### src/rtl/serial_pattern_pkg.sv
// Shared definitions for the serial pattern link: FSM state encoding and the
// default 1011 pattern shared with the identicator detector.
package serial_pattern_pkg;

  localparam logic [1:0] ST_IDLE = 2'd0;
  localparam logic [1:0] ST_SEND = 2'd1;
  localparam logic [1:0] ST_GAP  = 2'd2;

  typedef enum logic [1:0] {
    IDLE = ST_IDLE,
    SEND = ST_SEND,
    GAP  = ST_GAP
  } tx_state_t;

  localparam logic [3:0] PATTERN_1011 = 4'b1011;

endpackage

### src/rtl/serial_pattern_tx.sv
// Serial pattern transmitter: sends a WIDTH-bit word MSB-first, repeated with
// optional idle gaps, with a per-bit qualifier and an end-of-transfer pulse.
module serial_pattern_tx
  import serial_pattern_pkg::*;
#(
  parameter int WIDTH = 4,
  parameter int CNT_W = 8,
  parameter int GAP_W = 4
) (
  input  logic             clk,
  input  logic             rst_n,
  input  logic             load_valid,
  output logic             load_ready,
  input  logic [WIDTH-1:0] load_word,
  input  logic [CNT_W-1:0] load_repeat,
  input  logic [GAP_W-1:0] load_gap,
  input  logic             abort,
  output logic             tx_bit,
  output logic             tx_start,
  output logic             busy,
  output logic             done
);

  localparam int IDX_W = $clog2(WIDTH);
  localparam logic [IDX_W-1:0] LAST_IDX = IDX_W'(WIDTH - 1);

  tx_state_t        state_q;
  logic [WIDTH-1:0] word_q;
  logic [IDX_W-1:0] bit_idx_q;
  logic [CNT_W-1:0] rep_left_q;
  logic [GAP_W-1:0] gap_q;
  logic [GAP_W-1:0] gap_cnt_q;
  logic             tx_bit_q;
  logic             tx_start_q;
  logic             busy_q;
  logic             done_q;
  logic [IDX_W-1:0] idx_next;

  assign load_ready = (state_q == IDLE) & ~abort;
  assign idx_next   = bit_idx_q - 1'b1;

  assign tx_bit   = tx_bit_q;
  assign tx_start = tx_start_q;
  assign busy     = busy_q;
  assign done     = done_q;

  // bit_idx_q always names the bit currently on tx_bit, so the next bit is
  // fetched one index lower at each SEND edge.
  always_ff @(posedge clk or negedge rst_n) begin
    if (!rst_n) begin
      state_q    <= IDLE;
      word_q     <= '0;
      bit_idx_q  <= '0;
      rep_left_q <= '0;
      gap_q      <= '0;
      gap_cnt_q  <= '0;
      tx_bit_q   <= 1'b0;
      tx_start_q <= 1'b0;
      busy_q     <= 1'b0;
      done_q     <= 1'b0;
    end else if (abort) begin
      state_q    <= IDLE;
      bit_idx_q  <= '0;
      rep_left_q <= '0;
      gap_cnt_q  <= '0;
      tx_bit_q   <= 1'b0;
      tx_start_q <= 1'b0;
      busy_q     <= 1'b0;
      done_q     <= 1'b0;
    end else begin
      done_q <= 1'b0;
      case (state_q)
        IDLE: begin
          if (load_valid) begin
            state_q    <= SEND;
            word_q     <= load_word;
            gap_q      <= load_gap;
            rep_left_q <= (load_repeat == '0) ? CNT_W'(1) : load_repeat;
            bit_idx_q  <= LAST_IDX;
            tx_bit_q   <= load_word[WIDTH-1];
            tx_start_q <= 1'b1;
            busy_q     <= 1'b1;
          end
        end
        SEND: begin
          if (bit_idx_q != '0) begin
            bit_idx_q <= idx_next;
            tx_bit_q  <= word_q[idx_next];
          end else begin
            rep_left_q <= rep_left_q - 1'b1;
            if (rep_left_q == CNT_W'(1)) begin
              state_q    <= IDLE;
              tx_bit_q   <= 1'b0;
              tx_start_q <= 1'b0;
              busy_q     <= 1'b0;
              done_q     <= 1'b1;
            end else if (gap_q != '0) begin
              state_q    <= GAP;
              gap_cnt_q  <= gap_q;
              tx_bit_q   <= 1'b0;
              tx_start_q <= 1'b0;
            end else begin
              bit_idx_q <= LAST_IDX;
              tx_bit_q  <= word_q[WIDTH-1];
            end
          end
        end
        GAP: begin
          if (gap_cnt_q == GAP_W'(1)) begin
            state_q    <= SEND;
            gap_cnt_q  <= '0;
            bit_idx_q  <= LAST_IDX;
            tx_bit_q   <= word_q[WIDTH-1];
            tx_start_q <= 1'b1;
          end else begin
            gap_cnt_q <= gap_cnt_q - 1'b1;
          end
        end
        default: begin
          state_q    <= IDLE;
          tx_bit_q   <= 1'b0;
          tx_start_q <= 1'b0;
          busy_q     <= 1'b0;
        end
      endcase
    end
  end

endmodule

### config.mk
export PLATFORM = sky130hd
export DESIGN_NAME = serial_pattern_tx
export DESIGN_NICKNAME = d
export VERILOG_FILES = /design/src/rtl/serial_pattern_pkg.sv /design/src/rtl/serial_pattern_tx.sv
export SDC_FILE = /design/constraint.sdc
export NUM_CORES = 1
export LEC_CHECK = 0
export CORE_ASPECT_RATIO = 1.1
export CORE_MARGIN = 2
export CORE_UTILIZATION = 50
export CTS_BUF_LIST = sky130_fd_sc_hd__clkbuf_4 sky130_fd_sc_hd__clkbuf_8
export DETAILED_ROUTE_END_ITERATION = 6
export MAX_ROUTING_LAYER = met4
export PLACE_DENSITY = 0.74
export SLEW_MARGIN = 20
export SYNTH_ARGS = -nofsm -noshare
export SYNTH_HDL_FRONTEND = slang
export SYNTH_SLANG_ARGS = --single-unit
### constraint.sdc
create_clock -name clk -period 3 [get_ports clk]
set_input_delay 0.6 -clock clk [delete_from_list [all_inputs] [get_ports clk]]
set_output_delay 0.6 -clock clk [all_outputs]
set_load 0.05 [all_outputs]
* Yosys cells after proc, flatten, opt, wreduce, memory -nomap -nowiden
Index checks and enable logic that the tools add are counted.
Operators by class: eq/ne operators 14, order comparisons 1, div/mod/pow operators 0, multiply operators 0, shift operators 0, multiplexer cells 49, bitwise operators 2, reductions and logical operators 14, add/sub/neg operators 3
Operators by type and width (number):
- $mux W8 | 4
- $mux W2 | 12
- $mux W1 | 20
- $mux W4 | 5
- $ne A3 B3 Y1 const B | 6
- $pmux W8 S2 | 1
- $ne A4 B4 Y1 const B | 3
- $pmux W2 S3 | 2
- $reduce_and A4 Y1 | 3
- $pmux W1 S3 | 3
- $eq A8 B1 Y1 const B | 1
- $logic_not A8 Y1 | 1
- $pmux W4 S2 | 1
- $reduce_bool A4 Y1 | 2
- $sub A8 B1 Y8 const B | 1
- $reduce_and A3 Y1 | 2
- $reduce_bool A3 Y1 | 2
- $reduce_and A5 Y1 | 1
- $eq A4 B1 Y1 const B | 1
- $sub A4 B1 Y4 const B | 1
- $lt A2 B3 Y1 const B | 1
- $bmux W1 S2 | 1
- $eq A2 B1 Y1 const B | 1
- $eq A2 B2 Y1 const B | 1
- other kinds (7) | 7
Word-level totals: bits in latches 0, memory bits (read-only) 0, bits in registers 28, memories kept 0, input port bits 20, memory bits (writable) 0

* Depth between registers and ports, before layout
depth in word-level cells 6, depth in mapped cells 7

* Worst setup path after synthesis
Ideal clock, no wire load.
path kind register to output, from register state_q[0], to output load_ready, buffers on the path 1, data arrival time 1.903 ns, path slack 0.497 ns, cell stages (with the launch flop) 5, cell sequence dfrtp_1 -> inv_1 -> ha_1 -> clkbuf_1 -> nor2b_1
On the way: longest elaborated chain between the ends 2
Ends and longest elaborated chain:
- from (decl) | line serial_pattern_tx.sv:27 | tx_state_t state_q;
- from (signal assigned) | line serial_pattern_tx.sv:51 | state_q <= IDLE;
- from (signal assigned) | line serial_pattern_tx.sv:62 | state_q <= IDLE;
- from (signal assigned) | line serial_pattern_tx.sv:75 | state_q <= SEND;
- $logic_not A2 Y1 | line serial_pattern_tx.sv:39 | assign load_ready = (state_q == IDLE) & ~abort;
- $and A1 B1 Y1 | line serial_pattern_tx.sv:39
- to (decl) | line serial_pattern_tx.sv:13 | output logic load_ready,
Every way passes these cells.

* Worst setup path in the final report
Ends and elaborated chain as after synthesis.

==> metrics <==
Die ar.=4012 um2; Top FF cell, synth=dfrtp_1; Worst-path clk slew=~0.16 ns; # DRC=0; final worst slack=0.6384 ns; DR vias/cell=~6; Final Instance Area=2088 um2; syn_nets=213; Die Height=66.24 um; root buffer cell=clkbuf_4; H-tree Lvls=1; pre-CTS setup slack=about 0.37 ns; Slew headroom=0.6372; max-slew violations=0; Largest stage delay, worst path=0.48 ns; Post-synth EDFFs=0; cell count after synthesis=184; grt ovf=0; pwr/cell area=998.8 nW/um2; Post-Syn Area per Cell=roughly 9.6 um2; GPL Wtd Cong=0.8962; WP data arrival=~1.8 ns; VDD IR-drop max=574.9 uV; area occupied by multi-input gates=around 1000 um2; Max Freq=423.5 MHz; Area growth, synth to finish=18.62%; CP max stage cell=dfrtp_1; Final min period=2.362 ns; Layout fillers=approximately 310; Max Cap Viol=0; Worst Hold Class=reg2reg; Synth async-reset ratio=1.000; setup bufs post-CTS=0; crit path cell chain=inv_1, ha_1, nor2b_1, buf_12; Yosys reg bits=27; post-synthesis sequential area ratio=0.3838; RSZ-0062 raised after global routing=false; Worst-Skew Late Latency=0.34 ns; dpl cell area=2058 um2; status=finished clean; final wirelength=3988 um; crit end category=primary output; Post-CTS Resized=0; Final Hold Vio Count=0; FP Rows=22; via count=1511; ANT cells=0; share of post-route cells with drive strength above 1=0.1165; I/O Pins=25; synthesized area=1760 um2; largest net degree at the start of global routing=28; final hold slack=0.5332 ns; Seq. cell area=675.6 um2; Setup Total Neg Slack=0 ns; final antenna-violating net count=0; final worst-path cycle share=0.7872; final setup vio count=0; Total Power=2.086 mW; Num CTS Buffers=3; Initial DRT Pass Iterations=4; Total GRT Usage=0.2350; dpl hpwl=3017 um; Final nets=236; first-pass GRT wire length=slightly below 7000 um; maximum clock path buffer count=2; CP max FO=10; P_leak=just under 0.9 nW; Max Clock Skew=0.01614 ns; core area=3358 um2; CTS tree=built; DR iter-0 viols=98; initial antenna violation count=0; Synth cell types=45; Critical Path Start Type=flop; number of global-route vias before repair=1490; synth warn=0; clk sink count=27; Hold-fix buffers, CTS=0; Starting Density=0.5242; CP required=between 2 and 2.5 ns; WL per Instance=15.70 um; kind of critical path=reg2out; width of the die=60.58 um; measured slew at the worst slew-check pin=0.5442 ns; IO Port Bufs=24
## worst paths after layout
kind                                  from           end  slack, ns  depth (start not counted)
worst max register to register  state_q[0]  bit_idx_q[0]       0.70                          5
worst min register to register   word_q[1]     word_q[1]       0.53                          1
worst max-delay path            state_q[0]    load_ready       0.64                          4
max in group asynchronous            rst_n  bit_idx_q[0]       2.13                          2
worst min-delay path             word_q[1]     word_q[1]       0.53                          1
min in group asynchronous            rst_n          busy       0.61                          2
## cells in the mapped netlist (2+ instances only)
cell type	instances	share of area
ha_1	9	0.064
o21ai_0	6	0.017
or3_1	2	0.0071
and3_1	2	0.0071
nand3b_1	2	0.0085
nand2b_1	5	0.018
mux2i_1	7	0.040
o31ai_1	2	0.0085
a211oi_1	4	0.017
or4_1	2	0.0085
nand2_1	7	0.015
inv_1	13	0.028
o211ai_1	2	0.0085
nor3_1	6	0.017
a211o_1	2	0.010
dfrtp_1	27	0.38
a21oi_1	13	0.037
a311oi_1	3	0.015
clkbuf_1	8	0.017
nor3b_1	2	0.0085
nor2_1	16	0.034
a22oi_1	3	0.013
mux2_2	11	0.070
a22o_1	3	0.015
nor2b_1	6	0.021
nor4_1	2	0.0071
## cell usage in the layout (no fill, tap or decap), types with 4 or more instances in the layout
cell type | synthesis | final
nand2_1 | 7 | 7
mux2i_1 | 7 | 7
a21oi_1 | 13 | 13
inv_1 | 13 | 13
dfrtp_1 | 27 | 27
mux2_2 | 11 | 11
nor2b_1 | 6 | 6
o21ai_0 | 6 | 6
a211oi_1 | 4 | 4
nor3_1 | 6 | 6
nor2_1 | 16 | 16
ha_1 | 9 | 9
clkdlybuf4s50_1 | 0 | 23
nand2b_1 | 5 | 5
## cell type report
class,instances,share of cell area
Sequential cell,27,0.3235
Multi-Input combinational cell,135,0.4793
Clock inverter,1,0.003595
Tap cell,48,0.02876
Clock buffer,3,0.01078
Inverter,13,0.02337
Timing Repair Buffer,27,0.1306
## power breakdown
group	internal (mW)	switching, mW	total [mW]
logic	0.538	0.684	1.22
registers	0.525	0.171	0.697
clock network	0.0512	0.116	0.167
## state kept, by name, summed over array words and instances (netlist names)
| register | count |
|---|---|
| state_q | 2 |
| gap_q | 4 |
| done | 1 |
| gap_cnt_q | 4 |
| tx_bit | 1 |
| word_q | 4 |
| bit_idx_q | 2 |
| busy | 1 |
| rep_left_q | 8 |
## metal layers
metal,vias up,GRT usage,routed length (um)
met1,733,0.3107,1842
met4,0,0.1033,96
met2,46,0.3669,1886
li1,721,-,-
met5,-,-,0
met3,11,0.01761,163
## cell families after synthesis
| logic type | synth area share |
|---|---|
| compound gates | 0.1976 |
| fa+ha+maj | 0.06397 |
| buf+inv | 0.04762 |
| flops | 0.3838 |
| mux | 0.1230 |
| simple gates | 0.1841 |
## through the flow
stage	std cells	utilization
global placement	250	0.6129
detailed placement	250	0.6129
floorplan	184	-
finish	254	0.6218
CTS	254	0.6218
global route	254	0.6218
## worst max-delay path, delay by kind of cell (launching register included)
| family | cells | cell delay, ns |
|---|---|---|
| DFF | 1 | 0.48 |
| buffers and inverters | 2 | 0.28 |
| adders and majority gates | 1 | 0.38 |
| and+or+nand+nor | 1 | 0.28 |
Power figures use the tool's default switching activity.
